$ cat src/rtl/delay_pkg.sv
// delay_pkg: shared FSM state encoding and default probe settings for delay_probe
package delay_pkg;
  localparam logic [2:0] ST_IDLE   = 3'd0;
  localparam logic [2:0] ST_FLUSH  = 3'd1;
  localparam logic [2:0] ST_PROBE  = 3'd2;
  localparam logic [2:0] ST_WAIT   = 3'd3;
  localparam logic [2:0] ST_REPORT = 3'd4;
  localparam int DEF_N = 3;
  localparam int DEF_MAX_DELAY = 15;
  localparam logic [DEF_N-1:0] DEF_PROBE = '1;
endpackage

$ cat src/rtl/delay_probe_if.sv
// delay_probe_if: control, result and loop signals between delay_probe and its pipeline under test
interface delay_probe_if #(
  parameter int N = 3,
  parameter int CW = 4
);
  logic start;
  logic [N-1:0] odata;
  logic [N-1:0] idata;
  logic busy;
  logic done;
  logic timeout;
  logic [CW-1:0] latency;
  modport master (output start, idata, input odata, busy, done, timeout, latency);
  modport slave (input start, idata, output odata, busy, done, timeout, latency);
endinterface

$ cat src/rtl/sat_counter.sv
// sat_counter: up counter with sync clear and enable that stops at MAX and flags it
module sat_counter #(
  parameter int CW = 4,
  parameter int MAX = 15
) (
  input  logic clk,
  input  logic rst,
  input  logic clr,
  input  logic en,
  output logic [CW-1:0] q,
  output logic at_max
);
  assign at_max = q == CW'(MAX);
  always_ff @(posedge clk)
    q <= (rst || clr) ? '0 : (en && !at_max) ? q + 1'b1 : q;
endmodule

$ cat src/rtl/delay_probe.sv
// delay_probe: measures the cycle latency of an N-bit pipeline by launching a probe word into it
module delay_probe
  import delay_pkg::*;
#(
  parameter int N = DEF_N,
  parameter int MAX_DELAY = DEF_MAX_DELAY,
  parameter logic [N-1:0] PROBE = '1,
  parameter int CW = $clog2(MAX_DELAY + 1)
) (
  input logic clk,
  input logic rst,
  delay_probe_if.slave bus
);
  logic [2:0] state, nxt;
  logic ok, nxt_ok, hit, f_max, c_max;
  logic [CW-1:0] fcnt, cnt, lat, nxt_lat;
  wire unused = &{1'b0, fcnt};
  assign hit = bus.idata == PROBE;
  sat_counter #(.CW(CW), .MAX(MAX_DELAY)) u_fcnt (
    .clk(clk), .rst(rst), .clr(state == ST_IDLE), .en(state == ST_FLUSH),
    .q(fcnt), .at_max(f_max)
  );
  // cnt sits at 0 through FLUSH/PROBE, so the k-th WAIT cycle sees cnt == k
  sat_counter #(.CW(CW), .MAX(MAX_DELAY)) u_cnt (
    .clk(clk), .rst(rst), .clr(state != ST_PROBE && state != ST_WAIT),
    .en(state == ST_PROBE || state == ST_WAIT), .q(cnt), .at_max(c_max)
  );
  always_comb begin
    nxt = state;
    nxt_ok = ok;
    nxt_lat = lat;
    case (state)
      ST_IDLE: if (bus.start) begin
        nxt = ST_FLUSH;
        nxt_lat = '0;
      end
      ST_FLUSH: if (f_max) nxt = ST_PROBE;
      ST_PROBE: begin
        nxt = hit ? ST_REPORT : ST_WAIT;
        nxt_ok = hit;
      end
      ST_WAIT: if (hit) begin
        nxt = ST_REPORT;
        nxt_ok = 1'b1;
        nxt_lat = cnt;
      end else if (c_max) begin
        nxt = ST_REPORT;
        nxt_ok = 1'b0;
      end
      default: nxt = ST_IDLE;
    endcase
  end
  always_ff @(posedge clk)
    if (rst) begin
      state <= ST_IDLE;
      ok <= 1'b0;
      lat <= '0;
    end else begin
      state <= nxt;
      ok <= nxt_ok;
      lat <= nxt_lat;
    end
  assign bus.odata = state == ST_PROBE ? PROBE : '0;
  assign bus.busy = state == ST_FLUSH || state == ST_PROBE || state == ST_WAIT;
  assign bus.done = state == ST_REPORT && ok;
  assign bus.timeout = state == ST_REPORT && !ok;
  assign bus.latency = lat;
endmodule

$ cat src/flat_wrapper.sv
// flat-port wrapper written by rule: the top's interface ports become plain ports
module delay_probe_flat import delay_pkg::*;
#(
  parameter int N = DEF_N,
  parameter int MAX_DELAY = DEF_MAX_DELAY,
  parameter logic [N-1:0] PROBE = '1,
  parameter int CW = $clog2(MAX_DELAY + 1)
)
  (clk, rst, bus_start, bus_idata, bus_odata, bus_busy, bus_done, bus_timeout, bus_latency);
  delay_probe_if #(.N(N), .CW(CW)) bus_i ();
  input logic clk;
  input logic rst;
  input wire logic [$bits(bus_i.start)-1:0] bus_start;
  input wire logic [$bits(bus_i.idata)-1:0] bus_idata;
  output wire logic [$bits(bus_i.odata)-1:0] bus_odata;
  output wire logic [$bits(bus_i.busy)-1:0] bus_busy;
  output wire logic [$bits(bus_i.done)-1:0] bus_done;
  output wire logic [$bits(bus_i.timeout)-1:0] bus_timeout;
  output wire logic [$bits(bus_i.latency)-1:0] bus_latency;
  assign bus_i.start = bus_start;
  assign bus_i.idata = bus_idata;
  assign bus_odata = bus_i.odata;
  assign bus_busy = bus_i.busy;
  assign bus_done = bus_i.done;
  assign bus_timeout = bus_i.timeout;
  assign bus_latency = bus_i.latency;
  delay_probe #(.N(N), .MAX_DELAY(MAX_DELAY), .PROBE(PROBE), .CW(CW)) u_core (.clk(clk), .rst(rst), .bus(bus_i));
endmodule
$ cat config.mk
export PLATFORM = sky130hd
export DESIGN_NAME = delay_probe_flat
export DESIGN_NICKNAME = d
export VERILOG_FILES = /design/src/rtl/delay_pkg.sv /design/src/rtl/delay_probe_if.sv /design/src/rtl/sat_counter.sv /design/src/rtl/delay_probe.sv /design/src/flat_wrapper.sv
export SDC_FILE = /design/constraint.sdc
export NUM_CORES = 1
export LEC_CHECK = 0
export ABC_AREA = 0
export CORE_ASPECT_RATIO = 1.1
export CORE_MARGIN = 1.5
export CORE_UTILIZATION = 55
export CTS_CLUSTER_DIAMETER = 60
export DETAILED_ROUTE_END_ITERATION = 6
export PLACE_DENSITY = 0.82
export SYNTH_ARGS = -nofsm -noshare
export SYNTH_HDL_FRONTEND = slang
export SYNTH_HIERARCHICAL = 1
export SYNTH_SLANG_ARGS = --single-unit
$ cat constraint.sdc
create_clock -name clk -period 4 [get_ports clk]
set_input_delay 0.4 -clock clk [delete_from_list [all_inputs] [get_ports clk]]
set_output_delay 0.4 -clock clk [all_outputs]
set_load 0.05 [all_outputs]
### Yosys cells after proc, flatten, opt, wreduce, memory -nomap -nowiden

Index checks and enable logic that the tools add are counted.
Widths: inputs -> output; s select.

* muxes and demuxes: 13
* add/sub/neg operators: 2
* multiply operators: 0
* divide/modulo/power cells: 0
* bitwise logic cells: 0
* reduce and logical (&&, ||, !) cells: 19
* shift operators: 0
* $lt $le $gt $ge: 0
* eq/ne operators: 13

Operators by type and width (count)
* $mux 3: 6
* $pmux 3 s4: 1
* $ne 3x2->1 const B: 3
* $add 4x1->4 const B: 2
* $eq 4x4->1 const B: 2
* $mux 4: 2
* $pmux 4 s2: 1
* $eq 3x2->1 const B: 2
* $eq 3x3->1 const B: 2
* $reduce_and 3->1: 2
* $logic_and 1x1->1: 5
* $logic_or 1x1->1: 5
* $ne 2x1->1 const B: 2
* $reduce_bool 2->1: 2
* $eq 3x1->1 const B: 1
* $logic_not 1->1: 3
* $logic_not 3->1: 1
* $mux 1: 2
* $ne 2x2->1 const B: 1
* $pmux 1 s2: 1
* $reduce_and 2->1: 1

* memory bits (read-only): 0
* bits in latches: 0
* memories: 0
* bits of input ports: 6
* flip-flop bits (word level): 16
* bits in writable memories: 0
* logic and storage cells: 52
* output and inout port bits: 10

### Depth between registers and ports, before layout

Gate-level depths: netlist of run 1.

* word-level depth: 4
* gate-level depth with buffers: 6

### Cells and area by module

The synthesis of run 1 kept the hierarchy.

By module, submodules not included
* delay_probe: sequential area each 160.2 µm², cells each 53, area an instance 511.7 µm², times used 1
* sat_counter: sequential area each 80.1 µm², cells each 22, area an instance 211.5 µm², times used 2

### Least setup slack after synthesis of run 1

Ideal clock, no wire load.

* kind: reg2out
* from: register u_core.state[2]
* to: output port bus_odata[1]
* data required time: 3.600 ns
* setup slack: 1.968 ns
* arrival: 1.632 ns
* cell stages (with the launch flop): 5
* cells stage by stage: dfxtp_1 > buf_6 > nand2b_4 > nor2_1 > buf_4

* word-level cells in the longest chain between the ends: 2

RTL lines
* start: declaration: line delay_probe.sv:14 `logic [2:0] state, nxt;`
* start signal: assignment: line delay_probe.sv:59 `state <= nxt;`
* $eq 3x2->1: line delay_probe.sv:63 `assign bus.odata = state == ST_PROBE ? PROBE : '0;`
* $mux 3: line delay_probe.sv:63
* end: declaration: line flat_wrapper.sv:15 `output wire logic [$bits(bus_i.odata)-1:0] bus_odata;`

Every way passes these cells.

### Worst setup path in the final report of run 1

* from: register u_core.state[1]
* to: output port bus_odata[2]

Same word-level chain as after synthesis.

==> results of run 1 <==
kinds of logic after synthesis:
kind of cell | count (synthesis) | synth area share, %
and+or+nand+nor | 45 | 31.46
DFF | 16 | 34.27
buffers and inverters | 12 | 8.969
muxes | 4 | 6.426
AOI/OAI and AO/OA | 18 | 16.20
adders and majority gates | 2 | 2.677
path summary, 6_finish.rpt:
check	from	end	slack, ns
max reg2reg	u_core/state[0]$_SDFFE_PP0P_	u_core/u_fcnt/q[3]$_SDFFE_PP0P_	2.19
min reg2reg	u_core/u_fcnt/q[1]$_SDFFE_PP0P_	u_core/u_fcnt/q[1]$_SDFFE_PP0P_	0.51
max	u_core/state[1]$_SDFFE_PP0P_	bus_odata[2]	1.62
min	u_core/u_fcnt/q[1]$_SDFFE_PP0P_	u_core/u_fcnt/q[1]$_SDFFE_PP0P_	0.51
synth_stat cells, drive strengths merged, types with 2 or more instances:
| cell type | number |
|---|---|
| a21boi | 2 |
| a21oi | 5 |
| and2b | 4 |
| and3 | 3 |
| buf | 6 |
| dfxtp | 16 |
| ha | 2 |
| inv | 5 |
| mux2 | 4 |
| nand2 | 6 |
| nand3 | 4 |
| nand4 | 2 |
| nand4b | 4 |
| nor2 | 8 |
| nor3 | 4 |
| nor3b | 5 |
| o211ai | 4 |
| o21ai | 3 |
| o41ai | 2 |
sequential cells by signal (all words and copies together) (netlist names):
signal and cells:
u_core/bus.latency 4, u_core/u_cnt/q 4, u_core/u_fcnt/q 4, u_core/state 3
u_core/ok 1
per-stage QoR:
stage	cells	power (W)
2_1_floorplan	97	0.0001788
3_3_place_gp	122	0.0001869
3_5_place_dp	122	0.0001879
4_1_cts	126	0.0002939
5_1_grt	126	0.0003033
6_report	126	0.0002910
per-layer routing:
layer,GRT usage (%),part of all wire (%)
met5,0,0
met4,9.375,0.66
met3,2.353,3.1
met2,36.31,52
met1,22.91,44
power by group through the flow:
stage	Combinational [W]	Clock (W)	Sequential, W
finish	0.0000214	0.000107	0.000163
global route	0.0000231	0.000117	0.000163
CTS	0.0000216	0.000109	0.000163
detailed placement	0.0000215	0	0.000166
global placement	0.0000207	0	0.000166
floorplan	0.0000142	0	0.000165
critical path, cell delays in order, from the launching register on:
cell and delay (ns):
dfxtp_1 0.55, nand2b_4 0.13, nor2_1 0.17, clkdlybuf4s50_1 0.84
final cells by class:
cell class | count | area share, %
inverters | 5 | 1.970
well taps | 17 | 1.970
multi-input cells | 69 | 49.13
clock buffers | 4 | 3.360
repair buffers | 15 | 13.90
flip-flops and latches | 16 | 29.66
==> results.py, run 1 <==
metrics = {
    "run_status": {
        "status": "complete, no violations",
    },
    "synthesis": {
        "netlist_instances": 97,
        "synth_seq_area_share_pct": 34.27,
        "yosysUniqueCellTypes": 35,
        "postSynth.asyncResetShare_pct": 0,
        "synth_ff_type": "dfxtp_1",
        "synth_area_um2": 934.6,
        "netlist.area_leader.share_pct": 34.27,
        "synth.area.top_cells": "dfxtp_1, mux2_4, nor3b_1, nand4b_1, o41ai_2",
        "syn_nets": 105,
        "ys_ff_latch": 16,
        "yosysTopAreaCell": "dfxtp_1",
        "synth_edf_count": 0,
        "ys_warn_count": 6,
        "syn_area_per_cell_um2": 9.636,
    },
    "flow_run": {
        "max-cap-violations": 0,
    },
    "finish": {
        "design.final.nets": 118,
        "finish.utilization_pct": 68.49,
        "multi_input_area_um2": 530.5,
        "antenna_cells": 0,
        "final_common_cell": "dfxtp_1",
        "stdcell_area_mm2": 0.001080,
        "n_fill_cell": 133,
        "register_area_um2": 320.3,
        "final_cell_mix": "dfxtp_1, clkdlybuf4s50_1, nor2_1",
        "drive_gt1_share_pct": 22.02,
        "area_growth_syn_to_layout_pct": 15.53,
    },
    "detailed_routing": {
        "postRouteAntennaNets": 0,
        "wl_um": 1810,
        "drt-pass1-iter-count": 4,
        "wl_per_cell_um": 14.37,
        "drcViolationCount": 0,
        "via_per_inst": 5.833,
        "drt_iter0_markers": 21,
        "vias": 735,
    },
    "global_route": {
        "grt_max_degree": 17,
        "overflow": 0,
        "grt_pass1_wl_um": 2877,
        "grt_pass1_vias": 688,
        "track_usage_pct": 19.68,
        "antenna_found_initial": 0,
    },
    "clock_network": {
        "cts.sinks": 16,
        "htreeDepth": 1,
        "cts_root_buf": "clkbuf_4",
        "clk_path_buf_depth": 2,
        "cts_tree": "done",
        "cts_hold_buf": 0,
        "cts_setup_buffers": 0,
        "worstSkewPairLatency_ns": 0.28,
        "cts_resized": 0,
        "cts.clk_slew.worst_paths_ns": 0.10,
        "numCtsBuffers": 3,
    },
    "sta": {
        "rsz0062_at_grt": "no",
        "fin_hold_ws_ns": 0.5054,
        "tightest_slew_ns": 0.6646,
        "final_hold_viol_count": 0,
        "finClkSkew_ns": 0.001420,
        "period_minus_slack_ns": 2.384,
        "drv_slew": 0,
        "fin_setup_tns_ns": 0,
        "timing.final.crit_share_pct": 59.59,
        "fin_ws_ns": 1.616,
        "slew_headroom_pct": 55.60,
        "clock.fmax_ghz": 0.4195,
        "setup_viol_count_final": 0,
    },
    "pwr": {
        "swShare_pct": 22.67,
        "seqPwrFrac_pct": 56.0,
        "power_density_mw_per_mm2": 269.5,
        "p_leak_nw": 0.4146,
        "pwr-share-comb_pct": 7.3,
        "max-vdd-ir-drop_mv": 0.1941,
        "pwr-share-clk_pct": 36.7,
        "p_int_w": 0.0002250,
        "power.switching_w": 0.00006597,
    },
    "floorplan": {
        "die_y_um": 46.24,
        "ios": 16,
        "core_area_mm2": 0.001577,
        "row_count": 15,
        "die_x_um": 42.31,
        "start_util_pct": 59.29,
        "die-area_mm2": 0.001956,
    },
    "setup_path": {
        "crit_type": "flip-flop to primary output",
        "reg2regPathDepth": 4,
        "cp_max_fo": 9,
        "worstSetupEndpointType": "primary output",
        "cp.arrival_ns": 1.98,
        "startpoint_type": "flip-flop",
        "required_ns": 3.60,
    },
    "place": {
        "port_buffers": 15,
        "dp_worst_setup_slack_ns": 1.933,
        "hpwl_um": 1361,
        "postPlaceCellArea_mm2": 0.001044,
        "finalWeightedCongestion": 0.7580,
    },
    "worst_hold_path": {
        "hp-class": "flip-flop to flip-flop",
        "min_path_cells": 2,
    },
}
Power figures use the tool's default switching activity.
==> run 2: changes to the inputs <==
- CORE_UTILIZATION: 55 -> 51
- PLACE_DENSITY: 0.82 -> 0.77
- clock period: 4 -> 2.2 ns (I/O delays scaled with it)
==> run 2 against run 1 <==
Against the previous run:
- total power rose by 68%
- clock power rose by 44%
- register-to-register slack got worse by 1.5 ns
- sequential power rose by 82%
- global-route usage fell by 0.77 points
- hold slack improved by 0.0035 ns
- largest cell class unchanged
==> results.py, run 2 (synthesis results as in run 1) <==
metrics = {
    "run_status": {
        "status": "complete, no violations",
    },
    "sta": {
        "period_minus_slack_ns": 2.104,
        "slew_headroom_pct": 62.86,
        "finClkSkew_ns": 0.003172,
        "tightest_slew_ns": 0.5554,
        "drv_slew": 0,
        "setup_viol_count_final": 0,
        "rsz0062_at_grt": "no",
        "clock.fmax_ghz": 0.4753,
        "fin_setup_tns_ns": 0,
        "final_hold_viol_count": 0,
        "timing.final.crit_share_pct": 95.64,
    },
    "global_route": {
        "grt_pass1_wl_um": 2870,
        "track_usage_pct": 18.91,
        "grt_pass1_vias": 678,
        "grt_max_degree": 17,
        "overflow": 0,
        "antenna_found_initial": 0,
    },
    "floorplan": {
        "die_x_um": 43.82,
        "row_count": 16,
        "die_y_um": 47.90,
        "ios": 16,
        "start_util_pct": 53.66,
        "core_area_mm2": 0.001742,
        "die-area_mm2": 0.002099,
    },
    "setup_path": {
        "path_cells": "nor2_1 > and3_2 > clkdlybuf4s50_1",
        "crit_family": "buffers and inverters",
        "required_ns": 1.98,
        "crit_type": "flip-flop to primary output",
        "cpMaxStageDelayCell": "clkdlybuf4s50_1",
        "cp.arrival_ns": 1.88,
        "startpoint_type": "flip-flop",
        "slowest_delay_ns": 0.80,
        "worstSetupEndpointType": "primary output",
        "cp_max_fo": 9,
        "worst-path-buf-inv": 1,
    },
    "clock_network": {
        "cts.clk_slew.worst_paths_ns": 0.09,
        "htreeDepth": 1,
        "cts_tree": "done",
        "cts_root_buf": "clkbuf_4",
        "numCtsBuffers": 3,
        "cts_setup_buffers": 0,
        "cts.sinks": 16,
        "worstSkewPairLatency_ns": 0.28,
        "clk_path_buf_depth": 2,
    },
    "finish": {
        "area_growth_syn_to_layout_pct": 16.06,
        "antenna_cells": 0,
        "final_common_cell": "dfxtp_1",
        "n_fill_cell": 143,
        "register_area_um2": 320.3,
        "design.final.nets": 119,
        "final_cells": 127,
        "final_cell_mix": "dfxtp_1, clkdlybuf4s50_1, nor2_1",
        "drive_gt1_share_pct": 22.02,
        "multi_input_area_um2": 530.5,
    },
    "worst_hold_path": {
        "hp-class": "flip-flop to flip-flop",
    },
    "pwr": {
        "power_density_mw_per_mm2": 451.7,
        "max-vdd-ir-drop_mv": 0.4906,
        "p_leak_nw": 0.4875,
    },
    "detailed_routing": {
        "wl_per_cell_um": 13.82,
        "wl_um": 1755,
        "drt_iter0_markers": 10,
        "vias": 767,
        "postRouteAntennaNets": 0,
        "via_per_inst": 6.039,
        "drt-pass1-iter-count": 4,
        "drcViolationCount": 0,
    },
    "place": {
        "finalWeightedCongestion": 0.7377,
        "port_buffers": 15,
        "hpwl_um": 1289,
        "placedCellCount": 124,
    },
    "flow_run": {
        "max-cap-violations": 0,
    },
}
==> run 2: cell count changes in the layout (fill, tap and decap cells not counted), sizes merged <==
| cell | delta |
|---|---|
| clkbuf | -1 |
| clkdlybuf4s50 | -4 |
| buf | +1 |
| dlymetal6s2s | +4 |
==> run 2: path summary, 6_finish.rpt <==
path | to | depth (start not counted) | start | slack, ns
setup / recovery | bus_done | 3 | u_core/state[1]$_SDFFE_PP0P_ | 0.1
hold / removal | u_core/ok$_SDFFE_PP0P_ | 2 | u_core/ok$_SDFFE_PP0P_ | 0.51
setup reg to reg | u_core/u_fcnt/q[3]$_SDFFE_PP0P_ | 5 | u_core/state[0]$_SDFFE_PP0P_ | 0.70
hold reg to reg | u_core/ok$_SDFFE_PP0P_ | 2 | u_core/ok$_SDFFE_PP0P_ | 0.51
==> run 2: cell type report <==
cell class	instances	share of cell area (%)
multi-input combinational	69	48.90
inverter	5	1.961
clock buffer	3	2.076
sequential	16	29.53
tap	18	2.076
timing repair buffer	16	15.46
==> run 2: per-stage QoR <==
step / hold WS, ns / utilization [%] / total power (W) / worst slack [ns] / instance area [um^2]
floorplan: 0.3181 / - / 0.0003250 / 0.3479 / 934.6
global placement: 0.4808 / 60.42 / 0.0003420 / 0.3837 / 1052
detailed placement: 0.4862 / 60.42 / 0.0003426 / 0.3222 / 1052
CTS: 0.5027 / 61.71 / 0.0004936 / 0.006227 / 1075
global route: 0.5175 / 62.28 / 0.0005118 / 0.009516 / 1085
finish: 0.5089 / 62.28 / 0.0004900 / 0.09594 / 1085
==> run 2: what timing repair did <==
item / in CTS / in global routing
hold buffers: 0 / 0
endpoints found under the hold margin: 0 / 0
endpoints found under the setup margin: 0 / 4
gates resized for setup: 0 / 4
==> run 2: power breakdown <==
group / internal [W] / switching (W) / leakage (nW)
Sequential: 0.000291 / 0.00000452 / 0.129
Clock: 0.0000635 / 0.0000904 / 0.0138
Combinational: 0.0000186 / 0.0000216 / 0.344
==> run 2: routing by layer <==
metal	vias to the layer above	global-route usage (%)	wire, um
li1	374	-	-
met1	375	19.86	741
met2	16	35.88	932
met3	2	5.660	59
met4	0	7.273	22
met5	-	0	0
==> run 2: worst register-to-register path: cells and delay by family, from the launching register on <==
family | cells | cell delay [ns]
DFF | 1 | 0.54
buffers and inverters | 1 | 0.17
AOI/OAI and AO/OA | 2 | 0.26
and+or+nand+nor | 2 | 0.40
